**config.mk**
```make
export PLATFORM = sky130hd
export DESIGN_NAME = div3_pulse_monitor
export DESIGN_NICKNAME = d
export VERILOG_FILES = /design/src/rtl/div3_pulse_monitor_pkg.sv /design/src/rtl/div3_pulse_monitor_rise_edge_det.sv /design/src/rtl/div3_pulse_monitor.sv
export SDC_FILE = /design/constraint.sdc
export NUM_CORES = 1
export LEC_CHECK = 0
export ABC_AREA = 0
export CAP_MARGIN = 5
export CORE_MARGIN = 5
export CORE_UTILIZATION = 50
export DETAILED_ROUTE_END_ITERATION = 10
export MAX_ROUTING_LAYER = met4
export PLACE_DENSITY = 0.8
export SLEW_MARGIN = 10
export SYNTH_ARGS = -nofsm -noshare
export SYNTH_HDL_FRONTEND = slang
export SYNTH_HIERARCHICAL = 1
export SYNTH_SLANG_ARGS = --single-unit
export TNS_END_PERCENT = 50
```
**constraint.sdc**
```tcl
create_clock -name clk -period 2.2 [get_ports clk]
set_clock_uncertainty 0.2 [all_clocks]
set_input_delay 0.55 -clock clk [delete_from_list [all_inputs] [get_ports clk]]
set_output_delay 0.55 -clock clk [all_outputs]
set_load 0.005 [all_outputs]
```
**src/rtl/div3_pulse_monitor_pkg.sv**
```systemverilog
// Shared state encoding and default timing constants for the divide-by-3 monitor
// and for the divider benches that drive it.
package div3_pulse_monitor_pkg;

  typedef enum logic [1:0] {
    DM_IDLE    = 2'd0,
    DM_MEASURE = 2'd1,
    DM_LOCKED  = 2'd2
  } dm_state_e;

  localparam int DM_DEF_DIV     = 3;
  localparam int DM_DEF_TIMEOUT = 4 * DM_DEF_DIV;

endpackage

```
**src/rtl/div3_pulse_monitor_rise_edge_det.sv**
```systemverilog
// One-flop rising-edge detector: q_d is the input delayed by one clk,
// rise is high while d is high and was low on the previous edge.
module rise_edge_det (
  input  logic clk,
  input  logic reset,
  input  logic d,
  output logic q_d,
  output logic rise
);

  logic q_reg;

  always_ff @(posedge clk) begin
    if (reset) q_reg <= 1'b0;
    else       q_reg <= d;
  end

  assign q_d  = q_reg;
  assign rise = d & ~q_reg;

endmodule

```
**src/rtl/div3_pulse_monitor.sv**
```systemverilog
// Period checker for a divided pulse stream: measures rise-to-rise spacing, locks after
// LOCK_COUNT good periods, flags bad periods and lost pulses. Error counter: DIV_MON_STATS_EN.
module div3_pulse_monitor
  import div3_pulse_monitor_pkg::*;
#(
  parameter int DIV        = DM_DEF_DIV,
  parameter int WIDTH      = 8,
  parameter int LOCK_COUNT = 4,
  parameter int TIMEOUT    = DM_DEF_TIMEOUT
) (
  input  logic             clk,
  input  logic             reset,
  input  logic             y_in,
  output logic             locked,
  output logic             period_vld,
  output logic [WIDTH-1:0] period,
  output logic             period_err,
  output logic [7:0]       err_count
);

  localparam logic [WIDTH-1:0] div_w     = WIDTH'(DIV);
  localparam logic [WIDTH-1:0] timeout_w = WIDTH'(TIMEOUT);
  localparam logic [WIDTH-1:0] cnt_max   = '1;
  localparam logic [3:0]       lock_w    = 4'(LOCK_COUNT);

  logic             y_q;
  logic             rise;

  dm_state_e        state_reg,  state_next;
  logic [WIDTH-1:0] cnt_reg,    cnt_next;
  logic [3:0]       good_reg,   good_next;
  logic             locked_reg, locked_next;
  logic             vld_reg,    vld_next;
  logic [WIDTH-1:0] period_reg, period_next;
  logic             err_reg,    err_next;

  rise_edge_det u_rise (
    .clk   (clk),
    .reset (reset),
    .d     (y_in),
    .q_d   (y_q),
    .rise  (rise)
  );

  always_ff @(posedge clk) begin
    if (reset) begin
      state_reg  <= DM_IDLE;
      cnt_reg    <= '0;
      good_reg   <= '0;
      locked_reg <= 1'b0;
      vld_reg    <= 1'b0;
      period_reg <= '0;
      err_reg    <= 1'b0;
    end else begin
      state_reg  <= state_next;
      cnt_reg    <= cnt_next;
      good_reg   <= good_next;
      locked_reg <= locked_next;
      vld_reg    <= vld_next;
      period_reg <= period_next;
      err_reg    <= err_next;
    end
  end

  always_comb begin
    state_next  = state_reg;
    good_next   = good_reg;
    locked_next = locked_reg;
    vld_next    = 1'b0;
    period_next = period_reg;
    err_next    = 1'b0;
    if (rise)
      cnt_next = {{(WIDTH-1){1'b0}}, 1'b1};
    else if (state_reg != DM_IDLE && cnt_reg != cnt_max)
      cnt_next = cnt_reg + 1'b1;
    else
      cnt_next = cnt_reg;

    case (state_reg)
      DM_IDLE: begin
        if (rise) begin
          state_next = DM_MEASURE;
          good_next  = '0;
        end
      end
      DM_MEASURE: begin
        if (rise) begin
          vld_next    = 1'b1;
          period_next = cnt_reg;
          if (cnt_reg == div_w) begin
            good_next = good_reg + 4'd1;
            if (good_reg + 4'd1 == lock_w) begin
              state_next  = DM_LOCKED;
              locked_next = 1'b1;
            end
          end else begin
            good_next = '0;
            err_next  = 1'b1;
          end
        end else if (cnt_reg == timeout_w) begin
          err_next    = 1'b1;
          locked_next = 1'b0;
          good_next   = '0;
          state_next  = DM_IDLE;
        end
      end
      DM_LOCKED: begin
        // A rise landing on the timeout count is judged as a period, never as loss.
        if (rise) begin
          vld_next    = 1'b1;
          period_next = cnt_reg;
          if (cnt_reg != div_w) begin
            err_next    = 1'b1;
            locked_next = 1'b0;
            good_next   = '0;
            state_next  = DM_MEASURE;
          end
        end else if (cnt_reg == timeout_w) begin
          err_next    = 1'b1;
          locked_next = 1'b0;
          good_next   = '0;
          state_next  = DM_IDLE;
        end
      end
      default: begin
        state_next  = DM_IDLE;
        locked_next = 1'b0;
        good_next   = '0;
      end
    endcase
  end

  assign locked     = locked_reg;
  assign period_vld = vld_reg;
  assign period     = period_reg;
  assign period_err = err_reg;

`ifdef DIV_MON_STATS_EN
  logic [7:0] err_count_reg;

  // Counts alongside the error pulse so err_count moves on the same edge as period_err.
  always_ff @(posedge clk) begin
    if (reset)
      err_count_reg <= '0;
    else if (err_next && err_count_reg != 8'hFF)
      err_count_reg <= err_count_reg + 8'd1;
  end

  assign err_count = err_count_reg;
`else
  assign err_count = 8'd0;
`endif

endmodule
```
==> impl_metrics.toml, run 1 <==
[synth]
synth_cell_types = 50
synth-seq-area-share = 0.363
synth_ff_type = "dfxtp_1"
yosysWarnings = 6
async_reset_ff_frac = 0
synthCells = 168
yosys.area.top_type = "dfxtp_1"
synth_common_cells = "dfxtp_1, nand2_1, a21oi_1, nor2_1, inv_1"
syn_area_per_cell_um2 = 8.54
syn_area_um2 = 1440
synth-seq-cells = 26
synth_edf_count = 0
yosys-top-cells-area = "dfxtp_1, a21oi_1, ha_1"
synth_top_cell_area_share = 0.363
synthMostInstantiatedCell = "dfxtp_1"

[final_layout]
layout-drive-gt1-share = 0.174
synthToLayoutAreaGrowth_pct = 19.6
nets = 201
diodes = 0

[detailed_routing]
drc = 0
wl_um = 3070
wire_per_inst_um = 13.9
num_vias = 1257
drt_iter0_markers = 74
via_per_inst = 5.69
dr.pass1.iters = 4
ant_nets = 0

[global_routing]
grt_pass1_wl_um = 5260
grt_use_total = 0.162
grt_max_degree = 16
grt_pass1_vias = 1170
gr-total-overflow = 0
antenna_found_initial = 0

[timing]
setup_viol = 0
grt_setup_unrepaired = "false"
hold_viol_final = 0
worst_pin_slew_ns = 0.548
slew_headroom = 0.625
period_share = 0.947
fin_crit_ns = 2.08
tns_ns = 0
final_max_slew_viol_count = 0
setup_slack_ns = 0.117
clock.fmax_mhz = 480

[clocking]
ctsResizeCount = 0
post_cts_buffers = 0
cts-htree-levels = 1
clock_path_buffers = 2
cts_tree = "built"
clk_latency_ns = 0.33
hold_buffers = 0
cts_root_buffer = "clkbuf_4"
cts.sinks = 26
cts_made_buffers = 3
clk_pin_slew_ns = 0.14

[placed_design]
dp.final_hpwl_um = 2380
dp_slack_ns = -0.157
gp_congestion = 0.938
port_buffers = 13

[floorplan]
num_rows = 19
io_pins = 22
die_y_um = 63.6
coreArea_um2 = 2760
die_w_um = 63.6
dieArea_um2 = 4040
start_util = 0.520

[setup_path]
r2r_end = "good_reg[3]"
arrival_ns = 2.15
required_ns = 2.26
reg2regPathDepth = 7
reg2reg_from = "state_reg[0]"
cp_cell_sequence = "inv_1 > ha_1 > buf_4 > nor2_1 > or3_1 > o32a_1 > a31oi_1"
crit_type = "register to register"
slowest_delay_ns = 0.37
end_kind = "register"
cpMaxStageDelayCell = "dfxtp_2"
crit_path_start = "state_reg[0]"
reg2reg_slack_ns = 0.12
start_kind = "register"
worstPathMaxFanout = 7

[power]
ir_drop_mv = 0.508
leakagePower_nw = 0.628
powerDensity_nw_per_um2 = 627
power.total_w = 0.00108

[min_path]
min_path_type = "register to register"
hold_end = "period[7]"
hold_depth = 2
hold_start = "period[7]"

[run]
max_cap_violations = 0

[run_status]
status = "finished, final reports clean"
routing by layer:
layer	up-vias	routed length, um	global-route usage	share of wire
met3	8	166	0.0249	0.054
li1	619	-	-	-
met1	590	1330	0.188	0.43
met5	-	0	-	0
met4	0	55	0.0545	0.018
met2	40	1520	0.282	0.50
logic make-up after synthesis:
| group | count (synthesis) | share of synthesized area |
|---|---|---|
| AND/OR/NAND/NOR | 61 | 0.238 |
| AO/OA/AOI/OAI | 41 | 0.206 |
| flip-flops | 26 | 0.363 |
| buffers and inverters | 25 | 0.0863 |
| adder cells (fa/ha/maj) | 7 | 0.0610 |
| XOR/XNOR | 6 | 0.0366 |
| other | 1 | 0.00261 |
| multiplexers | 1 | 0.00697 |
per-stage QoR:
stage	instance area [um2]	utilization	std cells	hold slack, ns
6_report	1720	0.623	221	0.271
5_1_grt	1720	0.623	221	0.294
4_1_cts	1700	0.616	221	0.271
3_5_place_dp	1650	0.597	217	0.252
3_3_place_gp	1650	0.597	217	0.243
2_1_floorplan	1460	-	175	0.239
worst max path at each step:
stage / endpoint / cells past startpoint
final: good_reg[3] / 7
after global routing: good_reg[3] / 7
after CTS: good_reg[3] / 6
after detailed placement: state_reg[1] / 6
after global placement: state_reg[1] / 6
after floorplan: good_reg[3] / 7
report_power, final:
part / total [W] / switching [W] / leakage [nW] / internal (W)
Clock: 0.000332 / 0.000147 / 0.0279 / 0.000184
Combinational: 0.000245 / 0.000133 / 0.389 / 0.000113
Sequential: 0.000500 / 0.0000126 / 0.212 / 0.000487
Total: 0.00108 / 0.000293 / 0.628 / 0.000784
critical path: cells and delay by family, from the launching register on:
kind | cells | cell delay [ns]
buf+inv | 2 | 0.31
simple gates | 2 | 0.38
compound gates | 2 | 0.54
flops | 1 | 0.37
fa+ha+maj | 1 | 0.21
placed cells by master (no fill, tap or decap), drive strengths merged, types with 3 or more instances in the layout:
master         instances
xnor2                  6
a21oi                 18
nor4                   3
inv                    9
nor2                  11
ha                     7
a41oi                  3
clkdlybuf4s50         13
nand2                 22
clkbuf                 3
nor2b                  4
conb                   8
nand3                  5
buf                   14
dfxtp                 26
area by class of cell:
cell class	count	area (um2)
fillers	222	1040
multi-input cells	124	832
flip-flops and latches	26	524
repair buffers	27	235
well taps	31	38.8
inverters	9	33.8
clock inverters	1	30.0
clock buffers	3	22.5
Power figures use the tool's default switching activity.
==> run 2: changes to the inputs <==
Settings changed: CORE_UTILIZATION 50 to 40, PLACE_DENSITY 0.8 to 0.67, SETUP_SLACK_MARGIN set to 0.05.
==> run 2 against run 1 <==
  * Non-clock buffer count grew 3
  * Power increased by 0.91%
  * Design area is 3.8% higher
  * Worst setup slack gained 0.076 ns
  * Utilization decreased by 10 points
  * Sequential power barely moved
  * Sequential share of layout area decreased by 0.76 points
  * Worst hold slack lost 0.0058 ns
  * Flip-flop and latch count did not move
  * Die area is 21% higher
  * Combinational power is 2% higher
  * Fmax up 3.8%
  * Critical path type is now primary input to register
  * Largest power group unchanged
==> impl_metrics.toml, run 2 (synthesis results as in run 1) <==
[timing]
hold_viol_final = 0
period_share = 0.912
final_max_slew_viol_count = 0
grt_setup_unrepaired = "false"
whs_ns = 0.265
setup_viol = 0
fin_crit_ns = 2.01
worst_pin_slew_ns = 0.506
slew_headroom = 0.654
clock.fmax_mhz = 498
setup_slack_ns = 0.193

[setup_path]
end_kind = "register"
worstPathMaxFanout = 8
start_kind = "primary input"
crit_type = "primary input to register"
reg2reg_slack_ns = 0.21
arrival_ns = 2.03
required_ns = 2.22

[min_path]
min_path_type = "register to register"

[clocking]
cts_root_buffer = "clkbuf_4"
cts_tree = "built"
clock_path_buffers = 2
cts.sinks = 26
clk_pin_slew_ns = 0.15
clk_latency_ns = 0.33
hold_buffers = 0
cts-htree-levels = 1
cts_made_buffers = 3

[global_routing]
grt_pass1_vias = 1206
antenna_found_initial = 0
gr-total-overflow = 0
grt_pass1_wl_um = 5350
grt_use_total = 0.135
grt_max_degree = 16

[placed_design]
port_buffers = 13
gp_congestion = 0.862
placedCellCount = 234
dp.final_hpwl_um = 2340
dp_slack_ns = -0.207

[detailed_routing]
dr.pass1.iters = 4
drc = 0
ant_nets = 0
wire_per_inst_um = 13.1
via_per_inst = 5.16
num_vias = 1233
drt_iter0_markers = 75
wl_um = 3130

[final_layout]
synthToLayoutAreaGrowth_pct = 24.2
diodes = 0
instances_no_fill = 239
layout-drive-gt1-share = 0.207
final_util = 0.522
nets = 204
final_cell_mix = "nand2_1, dfxtp_1, a21oi_1"

[floorplan]
num_rows = 21
die_y_um = 69.9
die_w_um = 69.9
coreArea_um2 = 3420
dieArea_um2 = 4890
start_util = 0.420
io_pins = 22

[power]
leakagePower_nw = 0.655
ir_drop_mv = 0.338
powerDensity_nw_per_um2 = 610
power.total_w = 0.00109

[run_status]
status = "finished, final reports clean"

[run]
max_cap_violations = 0
-- run 2: report_power, final --
group | switching [W] | internal (W)
clock | 0.000152 | 0.000184
sequential | 0.0000113 | 0.000488
combinational | 0.000132 | 0.000119
-- run 2: area by class of cell --
class                   instances  area, um2
inverters                       9       33.8
fillers                       320       1630
repair buffers                 30        260
multi-input cells             124        847
clock buffers                   3       22.5
well taps                      46       57.6
flip-flops and latches         26        531
clock inverters                 1       30.0
-- run 2: timing repair --
item,in CTS,in global routing
buffers inserted,0,1
resized for setup,0,14
endpoints found under the setup margin,0,4
-- run 2: metal layers --
| metal | vias to the layer above | routed length (um) | GRT usage |
|---|---|---|---|
| li1 | 631 | - | - |
| met1 | 577 | 1470 | 0.159 |
| met2 | 23 | 1500 | 0.231 |
| met3 | 2 | 137 | 0.0258 |
| met4 | 0 | 17 | 0.0426 |
| met5 | - | 0 | - |
-- run 2: final timing paths --
| path | end | depth (start not counted) | start |
|---|---|---|---|
| max | good_reg[3] | 6 | y_in |
| min | period[6] | 2 | period[6] |
| max reg2reg | good_reg[3] | 6 | state_reg[1] |
| min reg2reg | period[6] | 2 | period[6] |
-- run 2: metrics by stage --
stage	setup TNS (ns)	area [um2]
after floorplan	0	1460
after global placement	-0.598	1680
after detailed placement	-1.36	1680
after CTS	0	1730
after global routing	0	1780
final	0	1780
-- run 2: worst max-delay path, cell delays in order --
cell and delay (ns):
clkdlybuf4s50_1 0.48, nor2b_4 0.25, nor2b_1 0.08, a41oi_2 0.32, o32a_1 0.24, a31oi_1 0.10
==> run 3: changes to the inputs <==
Settings changed: CAP_MARGIN 5 to 10.
==> results of run 3 <==
The final DEF is identical to that of run 2; final timing and power are the same.
